File: src/rtl/ram_stream_reader_if.sv
// Valid/ready word stream with last-word marking.
// The master drives the words and the slave drives ready.
interface ram_stream_reader_if #(
    parameter int WIDTH = 32
) ();
    logic             valid;
    logic             ready;
    logic [WIDTH-1:0] data;
    logic             last;

    modport master (
        output valid,
        output data,
        output last,
        input  ready
    );

    modport slave (
        input  valid,
        input  data,
        input  last,
        output ready
    );
endinterface

File: src/rtl/ram_stream_reader.sv
// Fetches a run of consecutive words from a registered-read RAM and streams
// them out. A 2-entry skid FIFO covers the one-cycle read latency under backpressure.
module ram_stream_reader #(
    parameter int WIDTH     = 32,
    parameter int DEPTH     = 64,
    parameter int ADDR_BITS = 6,
    parameter int LEN_BITS  = 7
) (
    input  logic                 clk,
    input  logic                 rst_n,
    input  logic                 i_start,
    input  logic [ADDR_BITS-1:0] i_base_addr,
    input  logic [LEN_BITS-1:0]  i_length,
    output logic                 o_busy,
    output logic                 o_done,
    output logic                 o_ram_read_enable,
    output logic [ADDR_BITS-1:0] o_ram_read_addr,
    input  logic [WIDTH-1:0]     i_ram_dout,
    ram_stream_reader_if.master  m_stream
);

    typedef enum logic [1:0] {
        ST_IDLE  = 2'd0,
        ST_RUN   = 2'd1,
        ST_DRAIN = 2'd2
    } state_t;

    state_t                r_state;
    state_t                w_state_next;

    logic [ADDR_BITS-1:0]  r_addr;
    logic [LEN_BITS-1:0]   r_reads_left;
    logic                  r_inflight;
    logic                  r_inflight_last;
    logic                  r_done;

    logic [WIDTH-1:0]      r_fifo_data [2];
    logic                  r_fifo_last [2];
    logic                  r_wr_ptr;
    logic                  r_rd_ptr;
    logic [1:0]            r_count;

    logic                  w_accept;
    logic                  w_issue;
    logic                  w_issue_last;
    logic                  w_done_next;
    logic                  w_credit;
    logic                  w_push;
    logic                  w_pop;
    logic                  w_valid;
    logic                  w_head_last;
    logic [2:0]            w_occupancy;
    logic [2:0]            w_limit;
    logic [ADDR_BITS-1:0]  w_addr_inc;

    assign w_valid     = (r_count != 2'd0);
    assign w_head_last = r_fifo_last[r_rd_ptr];
    assign w_pop       = w_valid & m_stream.ready;
    assign w_push      = r_inflight;

    // Entries held or about to land, minus the one leaving this cycle, must stay below 2.
    assign w_occupancy = {1'b0, r_count} + {2'b00, r_inflight};
    assign w_limit     = 3'd2 + {2'b00, w_pop};
    assign w_credit    = (w_occupancy < w_limit);

    assign w_issue_last = (r_reads_left == LEN_BITS'(1));
    assign w_addr_inc   = (r_addr == ADDR_BITS'(DEPTH - 1)) ? '0 : r_addr + ADDR_BITS'(1);

    always_ff @(posedge clk or negedge rst_n) begin
        if (!rst_n) begin
            r_state <= ST_IDLE;
        end else begin
            r_state <= w_state_next;
        end
    end

    always_comb begin
        w_state_next = r_state;
        w_accept     = 1'b0;
        w_issue      = 1'b0;
        w_done_next  = 1'b0;
        case (r_state)
            ST_IDLE: begin
                if (i_start) begin
                    if (i_length != '0) begin
                        w_accept     = 1'b1;
                        w_state_next = ST_RUN;
                    end else begin
                        w_done_next  = 1'b1;
                    end
                end
            end
            ST_RUN: begin
                if (w_credit) begin
                    w_issue = 1'b1;
                    if (w_issue_last) begin
                        w_state_next = ST_DRAIN;
                    end
                end
            end
            ST_DRAIN: begin
                if (w_pop && w_head_last) begin
                    w_state_next = ST_IDLE;
                    w_done_next  = 1'b1;
                end
            end
            default: begin
                w_state_next = ST_IDLE;
            end
        endcase
    end

    always_ff @(posedge clk or negedge rst_n) begin
        if (!rst_n) begin
            r_addr       <= '0;
            r_reads_left <= '0;
        end else if (w_accept) begin
            r_addr       <= i_base_addr;
            r_reads_left <= i_length;
        end else if (w_issue) begin
            r_addr       <= w_addr_inc;
            r_reads_left <= r_reads_left - LEN_BITS'(1);
        end
    end

    // The read issued last cycle has its word on i_ram_dout this cycle.
    always_ff @(posedge clk or negedge rst_n) begin
        if (!rst_n) begin
            r_inflight      <= 1'b0;
            r_inflight_last <= 1'b0;
            r_done          <= 1'b0;
        end else begin
            r_inflight      <= w_issue;
            r_inflight_last <= w_issue & w_issue_last;
            r_done          <= w_done_next;
        end
    end

    generate
        for (genvar gi = 0; gi < 2; gi++) begin : g_fifo_entry
            always_ff @(posedge clk or negedge rst_n) begin
                if (!rst_n) begin
                    r_fifo_data[gi] <= '0;
                    r_fifo_last[gi] <= 1'b0;
                end else if (w_push && (r_wr_ptr == 1'(gi))) begin
                    r_fifo_data[gi] <= i_ram_dout;
                    r_fifo_last[gi] <= r_inflight_last;
                end
            end
        end
    endgenerate

    always_ff @(posedge clk or negedge rst_n) begin
        if (!rst_n) begin
            r_wr_ptr <= 1'b0;
            r_rd_ptr <= 1'b0;
            r_count  <= 2'd0;
        end else begin
            if (w_push) begin
                r_wr_ptr <= ~r_wr_ptr;
            end
            if (w_pop) begin
                r_rd_ptr <= ~r_rd_ptr;
            end
            case ({w_push, w_pop})
                2'b10:   r_count <= r_count + 2'd1;
                2'b01:   r_count <= r_count - 2'd1;
                default: r_count <= r_count;
            endcase
        end
    end

    assign o_busy            = (r_state != ST_IDLE);
    assign o_done            = r_done;
    assign o_ram_read_enable = w_issue;
    assign o_ram_read_addr   = r_addr;

    assign m_stream.valid = w_valid;
    assign m_stream.data  = r_fifo_data[r_rd_ptr];
    assign m_stream.last  = w_valid & w_head_last;

endmodule

File: src/flat_wrapper.sv
// flat-port wrapper written by rule: the top's interface ports become plain ports
module ram_stream_reader_flat 
#(
    parameter int WIDTH     = 32,
    parameter int DEPTH     = 64,
    parameter int ADDR_BITS = 6,
    parameter int LEN_BITS  = 7
)
  (clk, rst_n, i_start, i_base_addr, i_length, o_busy, o_done, o_ram_read_enable, o_ram_read_addr, i_ram_dout, m_stream_valid, m_stream_data, m_stream_last, m_stream_ready);
  ram_stream_reader_if #(.WIDTH(WIDTH)) m_stream_i ();
  input  logic clk;
  input  logic rst_n;
  input  logic i_start;
  input  logic [ADDR_BITS-1:0] i_base_addr;
  input  logic [LEN_BITS-1:0] i_length;
  output logic o_busy;
  output logic o_done;
  output logic o_ram_read_enable;
  output logic [ADDR_BITS-1:0] o_ram_read_addr;
  input  logic [WIDTH-1:0] i_ram_dout;
  output wire logic [$bits(m_stream_i.valid)-1:0] m_stream_valid;
  output wire logic [$bits(m_stream_i.data)-1:0] m_stream_data;
  output wire logic [$bits(m_stream_i.last)-1:0] m_stream_last;
  input wire logic [$bits(m_stream_i.ready)-1:0] m_stream_ready;
  assign m_stream_valid = m_stream_i.valid;
  assign m_stream_data = m_stream_i.data;
  assign m_stream_last = m_stream_i.last;
  assign m_stream_i.ready = m_stream_ready;
  ram_stream_reader #(.WIDTH(WIDTH), .DEPTH(DEPTH), .ADDR_BITS(ADDR_BITS), .LEN_BITS(LEN_BITS)) u_core (.clk(clk), .rst_n(rst_n), .i_start(i_start), .i_base_addr(i_base_addr), .i_length(i_length), .o_busy(o_busy), .o_done(o_done), .o_ram_read_enable(o_ram_read_enable), .o_ram_read_addr(o_ram_read_addr), .i_ram_dout(i_ram_dout), .m_stream(m_stream_i));
endmodule
File: config.mk
export PLATFORM = sky130hd
export DESIGN_NAME = ram_stream_reader_flat
export DESIGN_NICKNAME = d
export VERILOG_FILES = /design/src/rtl/ram_stream_reader_if.sv /design/src/rtl/ram_stream_reader.sv /design/src/flat_wrapper.sv
export SDC_FILE = /design/constraint.sdc
export NUM_CORES = 1
export LEC_CHECK = 0
export ABC_AREA = 1
export BUFFER_PORTS_ARGS = -buffer_cell sky130_fd_sc_hd__clkbuf_2
export CORE_MARGIN = 5
export CORE_UTILIZATION = 30
export CTS_CLUSTER_SIZE = 30
export DETAILED_ROUTE_END_ITERATION = 10
export PLACE_DENSITY = 0.5
export SETUP_SLACK_MARGIN = 0.1
export SYNTH_ARGS = -nofsm -noshare
export SYNTH_HDL_FRONTEND = slang
export SYNTH_SLANG_ARGS = --single-unit
File: constraint.sdc
create_clock -name clk -period 1.6 [get_ports clk]
set_input_delay 0.24 -clock clk [delete_from_list [all_inputs] [get_ports clk]]
set_output_delay 0.24 -clock clk [all_outputs]
set_load 0.1 [all_outputs]
==> flow_summary.yaml <==
timing:
  rsz0062_at_grt: "true"
  hold_violations: 0
  period_minus_slack_ns: 1.88
  setup_ws_ns: -0.282
  relSlewSlack: 0.633
  fin_crit_sh: 1.18
  skew_ns: 0.00952
  holdWs_ns: 0.117
  fmaxAchievable_ghz: 0.531
  setup-violations-final: 46
  worstMarginPinSlew_ns: 0.552
  finalSetupTns_ns: -2.80
  slew_viol_final: 0
critical_path:
  crit_path_max_fanout: 4
  cp.arrival_ns: 1.64
  endpoint_kind: "primary output"
  crit_chain: "ha_4 > ha_4 > nand2_4 > nand3_4 > clkinvlp_4 > buf_12"
  cp-start-kind: "register"
  crit_slowest_cell: "dfrtp_1"
  cpPeakStageDelay_ns: 0.42
  critPathRequiredTime_ns: 1.36
  crit_top_cell: "ha_4"
  criticalPathCategory: "register to primary output"
route:
  initialDrtViolationCount: 315
  drc_errors: 0
  vias: 3897
  drt_wl_total_mm: 12.0
  routedWlPerCell_um: 14.2
  routed_via_density: 4.61
  postRouteAntennaNets: 0
  drt_pass1_iterations: 5
clock_tree:
  cts.sinks: 88
  clkTransAtPathRegs_ns: 0.06
  tritoncts: "done"
  clockBufferDepth: 2
  clk_latency_ns: 0.34
  cts_buffers: 9
  cts-root-buf: "clkbuf_16"
  h-tree-depth: 3
die:
  dieArea_um2: 16900
  die_height_um: 130
  chipWidth_um: 130
  io_pins: 92
  start_util: 0.308
  fp-row-count: 43
  core-area_um2: 14000
global_route:
  antenna_found_initial: 0
  grt_usage: 0.144
  grt_first_pass_wirelength_mm: 19.3
  grt_overflow: 0
  grt_start_max_net_pins: 67
  grt_pass1_vias: 3874
cells_and_area:
  final_cell_mix: "140 x nand2_1, 80 x dfrtp_1, 79 x nand2_4"
  insertedDiodeCount: 0
  drive_gt1_frac: 0.403
  final_common_cell: "nand2_1"
  final_nets: 717
  area_growth_pct: 61.2
  num-fill-cells: 1315
logic_synthesis:
  synth_area_leaders: "dfrtp_1 51%, nand2_1 20%, o21ai_0 7.7%, inv_1 5.3%, nand4_1 1.9%"
  syn_inst: 552
  synth_seq_area_share: 0.511
  syn_area_per_cell_um2: 7.81
  yosys.area.top_type: "dfrtp_1"
  syn-num-nets: 607
  synth.top_cell.area_share: 0.511
  ys_ff_latch: 88
  synthDistinctLibCells: 26
  ys_warn_count: 0
  synth_area_um2: 4310
status:
  status: "finished with violations"
  violations: "negative setup slack"
hold_path:
  hold_path.class: "input port to register"
placement:
  post-place-ws_ns: 0.0506
  dp_hpwl_mm: 7.46
  port_buffers: 91
  place_congestion: 0.832
flow_run:
  maxCapViolations: 0
==> synth_stat cells <==
| cell | instances |
|---|---|
| a21oi_1 | 3 |
| and2_1 | 1 |
| buf_1 | 1 |
| buf_2 | 9 |
| buf_6 | 4 |
| clkbuf_1 | 13 |
| dfrtp_1 | 88 |
| ha_1 | 6 |
| inv_1 | 61 |
| inv_2 | 2 |
| nand2_1 | 229 |
| nand2_2 | 4 |
| nand2_4 | 2 |
| nand3_1 | 15 |
| nand3_2 | 1 |
| nand3_4 | 2 |
| nand4_1 | 13 |
| nor2_1 | 14 |
| nor2_2 | 2 |
| nor3_4 | 1 |
| o21ai_0 | 66 |
| o21ai_1 | 4 |
| o21bai_1 | 1 |
| or2_1 | 1 |
| xnor2_1 | 3 |
| xor2_1 | 6 |
==> registers in the layout, indices dropped and copies added (netlist names) <==
signal                  count
u_core.r_inflight_last      1
u_core.r_reads_left         7
u_core.r_fifo_data         64
u_core.o_ram_read_addr      6
u_core.r_state              2
u_core.r_wr_ptr             1
u_core.r_rd_ptr             1
u_core.r_fifo_last          2
u_core.r_count              2
u_core.r_inflight           1
u_core.o_done               1
==> repair_timing <==
item | in CTS | in global routing
endpoints found under the hold margin | 24 | 0
pin swaps | 24 | 21
buffers inserted | 9 | 5
hold buffers | 1 | 0
setup endpoints to repair | 50 | 61
cloned | 6 | 1
resized for setup | 111 | 45
==> kinds of logic (layout without fill, tap and decap cells) <==
logic type               after synthesis  after routing  share of synthesized area
flip-flops                            88             88                      0.511
AO/OA/AOI/OAI                         74             74                     0.0865
buffers and inverters                 90            203                     0.0880
adder cells (fa/ha/maj)                6              6                     0.0174
AND/OR/NAND/NOR                      285            285                      0.279
XOR/XNOR                               9              9                     0.0183
==> worst paths after layout <==
| path | startpoint | endpoint | slack, ns | depth (start not counted) |
|---|---|---|---|---|
| max | u_core.r_inflight$_DFF_PN0_ | o_ram_read_enable | -0.28 | 6 |
| min | i_base_addr[5] | u_core.o_ram_read_addr[5]$_DFFE_PN0P_ | 0.12 | 3 |
| max reg2reg | u_core.r_inflight$_DFF_PN0_ | u_core.r_reads_left[5]$_DFFE_PN0P_ | -0.06 | 10 |
| min reg2reg | u_core.r_fifo_data[55]$_DFFE_PN0P_ | u_core.r_fifo_data[55]$_DFFE_PN0P_ | 0.48 | 2 |
| max in group asynchronous | rst_n | u_core.o_ram_read_addr[0]$_DFFE_PN0P_ | 0.67 | 3 |
| min in group asynchronous | rst_n | u_core.r_fifo_data[47]$_DFFE_PN0P_ | 0.37 | 2 |
==> through the flow <==
step                      cells  area, um^2  utilization
after floorplan             552        4600            -
after global routing        845        6950        0.497
after global placement      813        5870        0.420
after CTS                   843        6840        0.489
final                       845        6950        0.497
after detailed placement    813        5870        0.420
==> routing by layer <==
metal,vias to the layer above,GRT usage,share of wire
li1,1935,-,-
met1,1858,0.194,0.46
met2,90,0.231,0.48
met3,14,0.0274,0.045
met4,0,0.0544,0.018
met5,-,0,0
==> critical path, delay by kind of cell (launching register included) <==
| family | cells | cell delay (ns) |
|---|---|---|
| simple gates | 2 | 0.13 |
| buf+inv | 2 | 0.30 |
| fa+ha+maj | 2 | 0.44 |
| flops | 1 | 0.42 |
==> layout make-up <==
cell class | count | area, um^2 | area share
tap | 180 | 225 | 0.0324
inverter | 63 | 255 | 0.0367
sequential | 88 | 2220 | 0.319
multi-input combinational | 374 | 2450 | 0.353
timing repair buffer | 126 | 1490 | 0.214
clock inverter | 4 | 70.1 | 0.0101
clock buffer | 10 | 239 | 0.0344
Power is not shown: default switching activity piles up to over one toggle a cycle in this logic, so the estimate is an artifact.
